## src/rtl/pipeline_stall_ctrl.sv

```systemverilog
// Pipeline stall/flush controller for a 5-stage core: merges load-use, fetch-busy,
// memory-busy and EX branch redirect into per-stage enables/flushes.
module pipeline_stall_ctrl #(
  parameter int unsigned ADDR_WIDTH = 32,
  parameter int unsigned CNT_WIDTH  = 32
) (
  input  logic                  clk,
  input  logic                  rst_n,
  input  logic                  load_use_hazard,
  input  logic                  if_busy,
  input  logic                  mem_busy,
  input  logic                  ex_branch_taken,
  input  logic [ADDR_WIDTH-1:0] ex_branch_target,
  output logic                  pc_we,
  output logic                  pc_redirect,
  output logic [ADDR_WIDTH-1:0] pc_redirect_addr,
  output logic                  ifid_en,
  output logic                  idex_en,
  output logic                  exmem_en,
  output logic                  memwb_en,
  output logic                  ifid_flush,
  output logic                  idex_flush,
  output logic                  exmem_flush,
  output logic                  memwb_flush,
  output logic                  redirect_pending,
  output logic [CNT_WIDTH-1:0]  stall_cycles
);

  typedef enum logic {RUN = 1'b0, PEND = 1'b1} state_t;

  state_t                state_q, state_d;
  logic [ADDR_WIDTH-1:0] pend_target_q, pend_target_d;
  logic [CNT_WIDTH-1:0]  stall_cycles_q, stall_cycles_d;

  always_comb begin
    state_d          = state_q;
    pend_target_d    = pend_target_q;
    pc_we            = 1'b1;
    pc_redirect      = 1'b0;
    pc_redirect_addr = (state_q == PEND) ? pend_target_q : ex_branch_target;
    redirect_pending = (state_q == PEND);
    ifid_en          = 1'b1;
    idex_en          = 1'b1;
    exmem_en         = 1'b1;
    memwb_en         = 1'b1;
    ifid_flush       = 1'b0;
    idex_flush       = 1'b0;
    exmem_flush      = 1'b0;
    memwb_flush      = 1'b0;

    if (!rst_n) begin
      pc_we            = 1'b0;
      redirect_pending = 1'b0;
      ifid_en          = 1'b0;
      idex_en          = 1'b0;
      exmem_en         = 1'b0;
      memwb_en         = 1'b0;
      ifid_flush       = 1'b1;
      idex_flush       = 1'b1;
      exmem_flush      = 1'b1;
      memwb_flush      = 1'b1;
    end else if (mem_busy) begin
      // Whole front end frozen; EX re-presents its branch/hazard next cycle.
      pc_we       = 1'b0;
      ifid_en     = 1'b0;
      idex_en     = 1'b0;
      exmem_en    = 1'b0;
      memwb_flush = 1'b1;
    end else if (state_q == PEND) begin
      ifid_flush = 1'b1;
      if (if_busy) begin
        pc_we = 1'b0;
        if (load_use_hazard) begin
          ifid_en    = 1'b0;
          idex_flush = 1'b1;
        end
      end else begin
        pc_redirect = 1'b1;
        state_d     = RUN;
      end
    end else if (ex_branch_taken && !if_busy) begin
      pc_redirect = 1'b1;
      ifid_flush  = 1'b1;
      idex_flush  = 1'b1;
    end else if (ex_branch_taken) begin
      pc_we         = 1'b0;
      ifid_flush    = 1'b1;
      idex_flush    = 1'b1;
      pend_target_d = ex_branch_target;
      state_d       = PEND;
    end else if (if_busy) begin
      pc_we      = 1'b0;
      ifid_flush = 1'b1;
      if (load_use_hazard) begin
        ifid_en    = 1'b0;
        idex_flush = 1'b1;
      end
    end else if (load_use_hazard) begin
      pc_we      = 1'b0;
      ifid_en    = 1'b0;
      idex_flush = 1'b1;
    end

    stall_cycles_d = stall_cycles_q;
    if (!pc_we && (stall_cycles_q != '1))
      stall_cycles_d = stall_cycles_q + CNT_WIDTH'(1);
  end

  always_ff @(posedge clk) begin
    if (!rst_n) begin
      state_q        <= RUN;
      pend_target_q  <= '0;
      stall_cycles_q <= '0;
    end else begin
      state_q        <= state_d;
      pend_target_q  <= pend_target_d;
      stall_cycles_q <= stall_cycles_d;
    end
  end

  assign stall_cycles = stall_cycles_q;

endmodule

```

## config.mk

```make
export PLATFORM = sky130hd
export DESIGN_NAME = pipeline_stall_ctrl
export DESIGN_NICKNAME = d
export VERILOG_FILES = /design/src/rtl/pipeline_stall_ctrl.sv
export SDC_FILE = /design/constraint.sdc
export NUM_CORES = 1
export LEC_CHECK = 0
export CAP_MARGIN = 15
export CORE_MARGIN = 5
export CORE_UTILIZATION = 47
export CTS_CLUSTER_SIZE = 10
export DETAILED_ROUTE_END_ITERATION = 16
export PLACE_DENSITY = 0.77
export SLEW_MARGIN = 20
export SYNTH_ARGS = -nofsm -noshare
export SYNTH_HDL_FRONTEND = slang
export SYNTH_SLANG_ARGS = --single-unit
```

## constraint.sdc

```tcl
create_clock -name clk -period 2.2 [get_ports clk]
set_input_delay 0.33 -clock clk [delete_from_list [all_inputs] [get_ports clk]]
set_output_delay 0.33 -clock clk [all_outputs]
set_load 0.02 [all_outputs]
```

======== After elaboration in Yosys (flattened, before gate mapping) ========
Cells that the tools add are included.
word-level totals
  flip-flop bits (word level) ............. 65
  output and inout bits ................... 75
operators by class
  bitwise operators ....................... 3
  multiplexer cells ....................... 42
  reduce and logical (&&, ||, !) cells .... 5
  add/subtract/negate cells ............... 1
  equal/unequal tests ..................... 1
operator list
  kind                     count
  $mux W1                  41
  $add A32 B1 Y32 const B  1
  $mux W32                 1
  $ne A32 B32 Y1 const B   1
  $reduce_and A4 Y1        1
  $not A1 Y1               3
  $logic_and A1 B1 Y1      2
  $logic_not A1 Y1         2

======== Longest topological paths before layout ========
  depth in word-level cells ............... 9
  gate-level depth with buffers ........... 7
  mapped depth without buffers ............ 5

======== Worst setup path after synthesis ========
Ideal clock, no wire load.
  kind .................................... register -> output
  start ................................... register state_q
  end ..................................... output port ifid_flush
  setup slack ............................. 364 ps
  data arrival time ....................... 1506 ps
  stages on the path, launching flop included .. 5
  required time ........................... 1870 ps
  cells stage by stage .................... dfxtp_1 buf_2 buf_1 nor3_1 o21ai_0
between the ends
  longest elaborated chain between the ends .. 3
ends and longest elaborated chain
  element                   line  text
  start: declaration        31    state_t state_q, state_d;
  start signal: assignment  115   state_q <= state_d;
  $mux W1                   69    end else if (state_q == PEND) begin
  $mux W1                   62    end else if (mem_busy) begin
  $mux W1                   51    if (!rst_n) begin
  end: declaration          21    output logic ifid_flush,
Every way passes these cells.

======== Worst setup path after layout ========
  start ................................... register state_q
  end ..................................... output port pc_redirect_addr[0]
between the ends
  longest elaborated chain between the ends .. 1
ends and longest elaborated chain
  element           line  text
  $mux W32          40    pc_redirect_addr = (state_q == PEND) ? pend_target_q : ex_branch_target;
  end: declaration  16    output logic [ADDR_WIDTH-1:0] pc_redirect_addr,
Every way passes these cells.

==> summary.md <==
| Metric | Value |
|---|---|
| Clock Latency Late Sink | ~340 ps |
| Post-DR vias/cell | 5.34 |
| TritonCTS clock tree | done |
| Syn nets | roughly 460 |
| Full die area | around 0.0094 mm^2 |
| PwrDens | around 540 mW/mm^2 |
| Layout cells sized above 1 | 16.0% |
| Fin. max-slew vios | 0 |
| Clock Skews | 4.15 ps |
| Final min period | between 2000 and 2500 ps |
| Status | finished clean |
| Final setup TNS | 0 ps |
| Worst slew pin tran | between 500 and 600 ps |
| Synth Register Bits | 65 |
| Worst min path class | in2reg |
| Gate power share | about 17% |
| Area Overhead vs Synth | 42.6% |
| Critical path peak fanout | 16 |
| Sequential fraction of the synthesis area | a little over a third |
| Clk sink count | 65 |
| Switching power | slightly below 700 uW |
| Core area | 0.00733 mm^2 |
| Largest net degree at the start of global routing | 57 |
| R2R setup slack | about 300 ps |
| Per-cell routed wire length | 14.8 um |
| Final Hold Vio Count | 0 |
| Clock Power Share | a little under two fifths |
| H-tree depth | 3 |
| Initial antenna violation count | 0 |
| Cell Int Power | 2060 uW |
| Worst setup EP type | output port |
| Critical path type | reg2out |
| Sw frac | ~25% |
| First-pass DRT Iterations | 4 |
| Post-route core utilization | between 60% and 70% |
| Clk Tree Root Cell | clkbuf_8 |
| DRC Markers | 0 |
| Worst hold path depth | 3 |
| Ant. Diodes | 0 |
| Post-Syn Area | approximately 0.0036 mm^2 |
| Nets | 571 |
| Ys Warns | 0 |
| Number of global-route vias before repair | 3343 |
| Fin area | a little over 0.005 mm^2 |
| Launch point of the worst reg-to-reg path | stall_cycles[0] |
| Global-route wire length before repair | between 15000 and 20000 um |
| Unrepaired setup endpoints after global routing | true |
| Overall Power | between 2000 and 3000 uW |
| Row cnt | 31 |
| HP Start | rst_n |
| Antenna Nets Post-Route | 0 |
| Setup bufs post-CTS | 0 |
| Hold-fix buffers, CTS | 0 |
| Initial DRC count | between 100 and 150 |
| Syn Area/Cell | about 8.6 um^2 |
| Worst-case reg-to-reg path depth | 6 |
| Setup-failing EPs final | 0 |
| Slew headroom | 64.9% |
| Final Cycle Share | between 90% and 100% |
| Post-synthesis instance total | between 400 and 500 |
| Initial Util | a little under 50% |
| GPL Wtd Cong | 0.790 |
| Dpl cell area | slightly below 0.005 mm^2 |
| Worst path arrival time | 1820 ps |
| Final WS setup | 48.7 ps |
| DIE WIDTH | around 97 um |
| Chip height | approximately 97 um |
| CTS max path bufs | 2 |
| Seq pwr share | ~44% |
| WL final | about 9400 um |
| Fillers | 532 |
| Gr usage total | 19.7% |
| Critical R2R Capture | stall_cycles[19] |
| Max Cap Viol | 0 |
| CP Launch Type | flop |
| Synth unique cells | 42 |
| Vias post-DR | approximately 3400 |
| Clock Pin Slew Worst Setup and Hold Paths | 70 ps |
| Worst EP required | around 1900 ps |
| Total leakage power | around 0.0020 uW |
| Detailed Place HPWL | between 6000 and 7000 um |
| Dpl ws | -154 ps |
| Overflow after GRT | 0 |
| Max Clock Freq | roughly 0.46 GHz |
| Hold EP | state_q |
| # IOs | between 100 and 150 |
| VDD IR max | between 300 and 400 uV |
| Number of CTS-inserted buffers | 9 |
| IO Port Bufs | about 110 |
## area by class of cell
cell class / instances / area, um^2 / area share (%)
multi-input combinational: 311 / 2050 / 40.1
sequential: 65 / 1300 / 25.5
inverter: 6 / 22.5 / 0.442
tap: 99 / 124 / 2.43
clock buffer: 14 / 173 / 3.39
clock inverter: 2 / 35.0 / 0.687
timing repair buffer: 139 / 1400 / 27.4
## logic make-up (layout without fill, tap and decap cells)
logic type / Yosys count / after routing / synth area share [%]
flops: 65 / 65 / 36.4
fa+ha+maj: 1 / 1 / 0.350
buf+inv: 40 / 161 / 6.37
mux: 60 / 60 / 17.9
compound gates: 69 / 69 / 13.3
simple gates: 181 / 181 / 25.7
## synthesized netlist by cell type (all sizes together)
cell	number	share of area (%)
nand2	103	11
dfxtp	65	36
a21oi	41	5.8
mux2	32	10
mux2i	28	7.8
nand2b	22	3.9
buf	19	4.2
clkbuf	15	1.6
a211oi	14	3.5
and4	11	2.7
nand3	10	1.4
nand4	7	1.6
nor4	7	1.2
inv	6	0.63
nor2	5	0.60
or4	4	0.84
o21ai	3	0.42
o31ai	3	0.63
and2	2	0.35
nor3	2	0.28
o211ai	2	1.2
or2b	2	0.42
a2111oi	1	0.42
a21o	1	0.21
a2bb2oi	1	0.25
and3	1	0.18
and3b	1	0.25
ha	1	0.35
nand3b	1	0.21
nor2b	1	0.18
nor3b	1	0.53
o2111ai	1	0.25
o221a	1	0.31
o41ai	1	0.25
or3b	1	0.25
## critical path, cell delays in order (launching register included)
cell	delay, ps
dfxtp_1	350
buf_4	240
mux2_2	360
clkdlybuf4s50_1	540
## per-layer routing
layer	track usage [%]	routed length [um]	up-vias
met2	33.4	4590	100
li1	-	-	1694
met5	0	0	-
met1	22.0	3900	1595
met3	9.69	883	6
met4	5.54	67	0
## power groups by stage
stage,Combinational [uW],Sequential (uW),Clock [uW]
after floorplan,242,1250,0
after global placement,483,1250,0
after detailed placement,489,1250,0
after CTS,489,1220,1090
after global routing,515,1220,1150
final,479,1220,1060
## through the flow
stage | cells | hold WS (ps)
finish | 636 | 427
global route | 636 | 414
CTS | 636 | 413
detailed placement | 620 | 448
global placement | 620 | 437
floorplan | 416 | 433
## state kept, by name, indices dropped and copies added, names as in the netlist
| register | count |
|---|---|
| stall_cycles | 32 |
| state_q | 1 |
| pend_target_q | 32 |
## how the worst max path moves through the flow
| stage | startpoint | to | cells past startpoint |
|---|---|---|---|
| after global routing | state_q | pc_redirect_addr[0] | 3 |
| after global placement | mem_busy | pc_we | 4 |
| after detailed placement | mem_busy | pc_we | 4 |
| after floorplan | state_q | ifid_flush | 4 |
| after CTS | state_q | pc_redirect_addr[22] | 3 |
| final | state_q | pc_redirect_addr[0] | 3 |
## cell usage in the layout (no fill, tap or decap), types with 5 or more instances in the layout
| cell | instances |
|---|---|
| and4_1 | 11 |
| mux2_2 | 32 |
| dlygate4sd2_1 | 5 |
| dlymetal6s2s_1 | 23 |
| nand4_1 | 6 |
| inv_1 | 6 |
| buf_4 | 25 |
| a211oi_1 | 10 |
| a21oi_1 | 40 |
| nand2_1 | 103 |
| clkdlybuf4s50_1 | 83 |
| nand3_1 | 10 |
| mux2i_1 | 28 |
| nor4_1 | 7 |
| nand2b_1 | 22 |
| dfxtp_1 | 65 |
| clkbuf_8 | 12 |
## timing repair
action / in CTS / in global routing
setup endpoints to repair: 5 / 26
resized for setup: 5 / 23
cloned: 0 / 0
No activity file was read; power rests on OpenSTA's default activity.
